### src/rtl/stdout_tx_pkg.sv
// Shared types and constants for the stdout UART transmitter.
// The PARITY state is only reachable when STDOUT_TX_PARITY_EN is defined.
package stdout_tx_pkg;

    typedef enum logic [2:0] {
        TX_IDLE,
        TX_START,
        TX_DATA,
        TX_PARITY,
        TX_STOP
    } tx_state_t;

    localparam int   UART_DATA_BITS = 8;
    localparam logic TXD_IDLE       = 1'b1;
    localparam logic TXD_START      = 1'b0;

    // Even parity: the parity bit makes the total count of ones even.
    function automatic logic even_parity(input logic [UART_DATA_BITS-1:0] data);
        return ^data;
    endfunction

endpackage

### src/rtl/stdout_fifo.sv
// Synchronous circular byte buffer with push/pop/full/empty/count.
// Shared by the stdout transmitter and a future stdin receiver.
module stdout_fifo #(
    parameter int DEPTH = 16,
    parameter int WIDTH = 8
) (
    input  logic                     clk,
    input  logic                     rst,
    input  logic                     push,
    input  logic [WIDTH-1:0]         push_data,
    input  logic                     pop,
    output logic [WIDTH-1:0]         pop_data,
    output logic                     full,
    output logic                     empty,
    output logic [$clog2(DEPTH):0]   count
);

    localparam int PTR_W = $clog2(DEPTH);
    localparam int CNT_W = PTR_W + 1;

    logic [WIDTH-1:0] mem_q [DEPTH];
    logic [PTR_W-1:0] wr_ptr_q, wr_ptr_d;
    logic [PTR_W-1:0] rd_ptr_q, rd_ptr_d;
    logic [CNT_W-1:0] count_q, count_d;
    logic             do_push;
    logic             do_pop;

    assign full     = (count_q == CNT_W'(DEPTH));
    assign empty    = (count_q == '0);
    assign count    = count_q;
    assign pop_data = mem_q[rd_ptr_q];

    // A push while full is dropped even if a pop happens in the same cycle.
    assign do_push = push && !full;
    assign do_pop  = pop && !empty;

    always_comb begin
        // NOTE: every always_comb output gets a default first so no path can infer a latch.
        wr_ptr_d = wr_ptr_q;
        rd_ptr_d = rd_ptr_q;
        count_d  = count_q;
        if (do_push) wr_ptr_d = wr_ptr_q + PTR_W'(1);
        if (do_pop)  rd_ptr_d = rd_ptr_q + PTR_W'(1);
        case ({do_push, do_pop})
            2'b10:   count_d = count_q + CNT_W'(1);
            2'b01:   count_d = count_q - CNT_W'(1);
            default: count_d = count_q;
        endcase
    end

    always_ff @(posedge clk or posedge rst) begin
        // NOTE: sequential state uses non-blocking assignments so all flops update together.
        if (rst) begin
            wr_ptr_q <= '0;
            rd_ptr_q <= '0;
            count_q  <= '0;
        end else begin
            wr_ptr_q <= wr_ptr_d;
            rd_ptr_q <= rd_ptr_d;
            count_q  <= count_d;
        end
    end

    // NOTE: storage has no reset; entries are only read after a push has written them.
    always_ff @(posedge clk) begin
        if (do_push) mem_q[wr_ptr_q] <= push_data;
    end

endmodule

### src/rtl/stdout_uart_tx.sv
// stdout responder: queues bytes from the core and shifts them out as UART 8N1 on txd.
// Defining STDOUT_TX_PARITY_EN inserts an even-parity bit after the data bits (8E1).
module stdout_uart_tx
    import stdout_tx_pkg::*;
#(
    parameter int CLK_PER_BIT = 868,
    parameter int FIFO_DEPTH  = 16
) (
    input  logic                          clk,
    input  logic                          rst,
    input  logic                          stdout_write_enable,
    input  logic [7:0]                    stdout_write_data,
    output logic                          stdout_stall,
    output logic [$clog2(FIFO_DEPTH):0]   fifo_count,
    output logic                          tx_busy,
    output logic                          txd
);

    localparam int BAUD_W = $clog2(CLK_PER_BIT);
    localparam int BIT_W  = $clog2(UART_DATA_BITS);
    localparam logic [BAUD_W-1:0] LAST_BAUD = BAUD_W'(CLK_PER_BIT - 1);
    localparam logic [BIT_W-1:0]  LAST_BIT  = BIT_W'(UART_DATA_BITS - 1);

    tx_state_t                 state_q, state_d;
    logic [BAUD_W-1:0]         baud_q, baud_d;
    logic [BIT_W-1:0]          bit_idx_q, bit_idx_d;
    logic [UART_DATA_BITS-1:0] shift_q, shift_d;
    logic                      txd_q, txd_d;
    logic                      bit_done;

    logic                      fifo_pop;
    logic                      fifo_full;
    logic                      fifo_empty;
    logic [UART_DATA_BITS-1:0] fifo_head;

`ifdef STDOUT_TX_PARITY_EN
    logic parity_q, parity_d;
`endif

    stdout_fifo #(
        .DEPTH (FIFO_DEPTH),
        .WIDTH (UART_DATA_BITS)
    ) u_fifo (
        .clk       (clk),
        .rst       (rst),
        .push      (stdout_write_enable),
        .push_data (stdout_write_data),
        .pop       (fifo_pop),
        .pop_data  (fifo_head),
        .full      (fifo_full),
        .empty     (fifo_empty),
        .count     (fifo_count)
    );

    assign stdout_stall = fifo_full;
    assign tx_busy      = (state_q != TX_IDLE);
    assign txd          = txd_q;
    assign bit_done     = (baud_q == LAST_BAUD);

    always_comb begin
        state_d   = state_q;
        baud_d    = baud_q;
        bit_idx_d = bit_idx_q;
        shift_d   = shift_q;
        fifo_pop  = 1'b0;
`ifdef STDOUT_TX_PARITY_EN
        parity_d  = parity_q;
`endif

        if (state_q != TX_IDLE) begin
            baud_d = bit_done ? '0 : baud_q + BAUD_W'(1);
        end

        case (state_q)
            TX_IDLE: begin
                if (!fifo_empty) begin
                    fifo_pop = 1'b1;
                    shift_d  = fifo_head;
`ifdef STDOUT_TX_PARITY_EN
                    parity_d = even_parity(fifo_head);
`endif
                    baud_d   = '0;
                    state_d  = TX_START;
                end
            end
            TX_START: begin
                if (bit_done) begin
                    bit_idx_d = '0;
                    state_d   = TX_DATA;
                end
            end
            TX_DATA: begin
                if (bit_done) begin
                    shift_d   = shift_q >> 1;
                    bit_idx_d = bit_idx_q + BIT_W'(1);
                    if (bit_idx_q == LAST_BIT) begin
`ifdef STDOUT_TX_PARITY_EN
                        state_d = TX_PARITY;
`else
                        state_d = TX_STOP;
`endif
                    end
                end
            end
`ifdef STDOUT_TX_PARITY_EN
            TX_PARITY: begin
                if (bit_done) state_d = TX_STOP;
            end
`endif
            TX_STOP: begin
                // Chain straight into the next frame so there is no idle gap.
                if (bit_done) begin
                    if (!fifo_empty) begin
                        fifo_pop = 1'b1;
                        shift_d  = fifo_head;
`ifdef STDOUT_TX_PARITY_EN
                        parity_d = even_parity(fifo_head);
`endif
                        state_d  = TX_START;
                    end else begin
                        state_d  = TX_IDLE;
                    end
                end
            end
            default: state_d = TX_IDLE;
        endcase
    end

    // txd is registered from next-state so the pin never glitches between bits.
    always_comb begin
        case (state_d)
            TX_START:  txd_d = TXD_START;
            TX_DATA:   txd_d = shift_d[0];
`ifdef STDOUT_TX_PARITY_EN
            TX_PARITY: txd_d = parity_d;
`endif
            default:   txd_d = TXD_IDLE;
        endcase
    end

    always_ff @(posedge clk or posedge rst) begin
        if (rst) begin
            state_q   <= TX_IDLE;
            baud_q    <= '0;
            bit_idx_q <= '0;
            shift_q   <= '0;
            txd_q     <= TXD_IDLE;
`ifdef STDOUT_TX_PARITY_EN
            parity_q  <= 1'b0;
`endif
        end else begin
            state_q   <= state_d;
            baud_q    <= baud_d;
            bit_idx_q <= bit_idx_d;
            shift_q   <= shift_d;
            txd_q     <= txd_d;
`ifdef STDOUT_TX_PARITY_EN
            parity_q  <= parity_d;
`endif
        end
    end

endmodule

### config.mk
export PLATFORM = sky130hd
export DESIGN_NAME = stdout_uart_tx
export DESIGN_NICKNAME = d
export VERILOG_FILES = /design/src/rtl/stdout_tx_pkg.sv /design/src/rtl/stdout_fifo.sv /design/src/rtl/stdout_uart_tx.sv
export SDC_FILE = /design/constraint.sdc
export NUM_CORES = 1
export LEC_CHECK = 0
export CORE_ASPECT_RATIO = 0.5
export CORE_UTILIZATION = 42
export DETAILED_ROUTE_END_ITERATION = 12
export GPL_TIMING_DRIVEN = 0
export HOLD_SLACK_MARGIN = 0.12
export PLACE_DENSITY = 0.63
export RECOVER_POWER = 25
export SLEW_MARGIN = 30
export SYNTH_ARGS = -nofsm -noshare
export SYNTH_HDL_FRONTEND = slang
export SYNTH_HIERARCHICAL = 1
export SYNTH_SLANG_ARGS = --single-unit
### constraint.sdc
create_clock -name clk -period 5.28 [get_ports clk]
set_clock_uncertainty 0.15 [all_clocks]
set_input_delay 0.792 -clock clk [delete_from_list [all_inputs] [get_ports clk]]
set_output_delay 0.792 -clock clk [all_outputs]
set_load 0.02 [all_outputs]
==> results.tsv <==
metric	value	unit
synth.ff_latch_count	166	
nets	535	
critPathLaunchType	register	
rsz0062_at_grt	false	
ys.flop_type	edfxtp_1	
syn2layout_area_growth	15.13	%
synth_cell_types	56	
peakVddDrop	0.0002125	V
crit_required	5.44	ns
io_pins	19	
ys_async_sr_fraction	0.2289	
drtIter0Drc	329	
max_freq	246.8	MHz
power.leakage	3.090	nW
yosysWarnings	6	
num_rows	33	
core	16560	um2
die_area	17650	um2
ant_nets	0	
max_slew.worst_pin.slew	0.9442	ns
utilization	0.4992	
cts.sinks	166	
setup_viol	0	
cts_buffers	17	
crit_start	baud_q[0]	
hp-start	shift_q[2]	
cts_hold_buf	0	
layout-drive-gt1-share	0.1565	
period_share	0.7675	
vias	4078	
drt-vias-per-instance	5.430	
clock_latency	0.43	ns
synth_edf_count	128	
synth.avg_cell_area	15.15	um2
cap_violations	0	
cts_resized	0	
ctsHtreeMaxLevel	4	
gp_congestion	0.8161	
io_buffer_count	18	
syn_nets	498	
grt_overflow	0	
num_antenna_cells	0	
grt_pass1_vias	4151	
highest_layer	met4	
synth_seq_area_share	0.6680	
clk_path_buf_depth	2	
netlist_area	7179	um2
path_max_fanout	7	
start_util	0.4336	
antenna_found_initial	0	
final_common_cell	edfxtp_1	
grt_pass1_wl	23390	um
place_area	7664	um2
firstDrtPassIters	5	
die_y	94.45	um
drc	0	
avgRoutedWirePerCell	19.90	um
clk_pin_slew_worst_paths	0.07	ns
finalHoldViolations	0	
met2_length	6989	um
wl_met3	635	um
report.final.slew_viol_count	0	
clockRootBuffer	clkbuf_16	
hold_class	register to register	
met1_length	7045	um
grt_usage	0.1813	
wl	14940	um
fin_crit	4.053	ns
powerDensity	391.8	nW/um2
critPathKind	register to register	
tns	0	ns
cts_setup_buffers	0	
die_w	186.9	um
r2r-start	baud_q[0]	
postSynthCellCount	474	
final_cell_mix	edfxtp_1, dfrtp_1, nor2_1, mux2i_1, nand2_1	
hpwl	9620	um
slew_headroom	0.3698	
fin_area	8265	um2
cts_tree	built	
endpoint_kind	register	
grt_start_max_net_pins	26	
cp.arrival	4.22	ns
outcome	complete, no violations	
metrics by stage:
stage | hold WS (ns) | worst slack (ns) | instances | power [W]
finish | 0.3622 | 1.227 | 751 | 0.003239
global route | 0.3786 | 0.8933 | 751 | 0.003360
CTS | 0.3638 | 1.235 | 751 | 0.003264
detailed placement | 0.3454 | 1.243 | 719 | 0.002038
global placement | 0.3388 | 1.264 | 719 | 0.002014
floorplan | 0.3204 | 1.647 | 474 | 0.001860
synthesized netlist by cell type (all sizes together) (2+ instances only):
cell type / count / share of area
a21o: 2 / 0.0021
a21oi: 14 / 0.0098
a221o: 6 / 0.0084
a221oi: 8 / 0.0098
a22oi: 8 / 0.0084
a311o: 2 / 0.0028
and2: 9 / 0.0078
and3: 3 / 0.0026
buf: 17 / 0.020
clkbuf: 10 / 0.0052
dfrtp: 37 / 0.13
edfxtp: 128 / 0.54
ha: 12 / 0.021
inv: 12 / 0.0063
mux2: 9 / 0.015
mux2i: 26 / 0.036
mux4: 16 / 0.050
nand2: 26 / 0.015
nand2b: 4 / 0.0035
nand3: 8 / 0.0056
nand3b: 2 / 0.0021
nand4: 4 / 0.0035
nor2: 26 / 0.014
nor2b: 3 / 0.0026
nor3: 10 / 0.0070
nor4: 4 / 0.0052
o21ai: 23 / 0.016
o31a: 2 / 0.0024
o31ai: 4 / 0.0042
or3: 2 / 0.0017
or3b: 4 / 0.0049
xnor2: 11 / 0.013
xor2: 7 / 0.0085
state kept, by name (all words and copies together), names as in the netlist:
register,flops
u_fifo/mem_q,128
baud_q,10
shift_q,8
u_fifo/count,5
u_fifo/rd_ptr_q,4
u_fifo/wr_ptr_q,4
bit_idx_q,3
state_q,3
txd,1
worst max-delay path, cell delays in order (launching register included):
cell     delay, ns
dfrtp_1       0.42
ha_1          0.20
or3b_1        0.34
buf_2         0.16
o31ai_1       0.44
and2_1        0.19
buf_2         0.17
nor2b_1       0.18
buf_6         0.14
ha_1          0.22
inv_1         0.10
fa_1          0.41
nor2b_1       0.12
o21ai_0       0.11
nand3_1       0.09
or3b_1        0.36
xnor2_1       0.13
kinds of logic after synthesis:
logic type                 synth area share
adders and majority gates           0.02370
muxes                                0.1011
DFF                                  0.6680
and+or+nand+nor                     0.08261
AOI/OAI and AO/OA                   0.07059
xor gates and xnor gates            0.02196
buffers and inverters               0.03207
cell type report:
type	count	area, um2
Fill cell	1388	8292
Sequential cell	166	4796
Multi-Input combinational cell	268	2173
Clock buffer	17	425.4
Tap cell	227	284.0
Buffer	27	181.4
Timing Repair Buffer	18	180.2
Clock inverter	15	176.4
Inverter	13	48.80
metal layers:
layer  global-route usage  up-vias
li1                     -     1894
met1               0.2408     2077
met2               0.2923       85
met3              0.04162       22
met4              0.07240        0
met5                    0        -
final timing paths:
check                      cells after the start  slack [ns]               to
max                                           16        1.23  u_fifo/count[4]
min                                            1        0.36       shift_q[2]
max reg2reg                                   16        1.23  u_fifo/count[4]
min reg2reg                                    1        0.36       shift_q[2]
max in group asynchronous                      2        3.51       shift_q[5]
min in group asynchronous                      2        0.71  u_fifo/count[4]
power by group:
part	leakage [nW]	switching, W	internal, W
Sequential	1.63	0.0000544	0.00154
Combinational	1.17	0.000268	0.000142
Clock	0.293	0.000589	0.000641
Total	3.09	0.000911	0.00233
(Power assumes the default switching activity.)
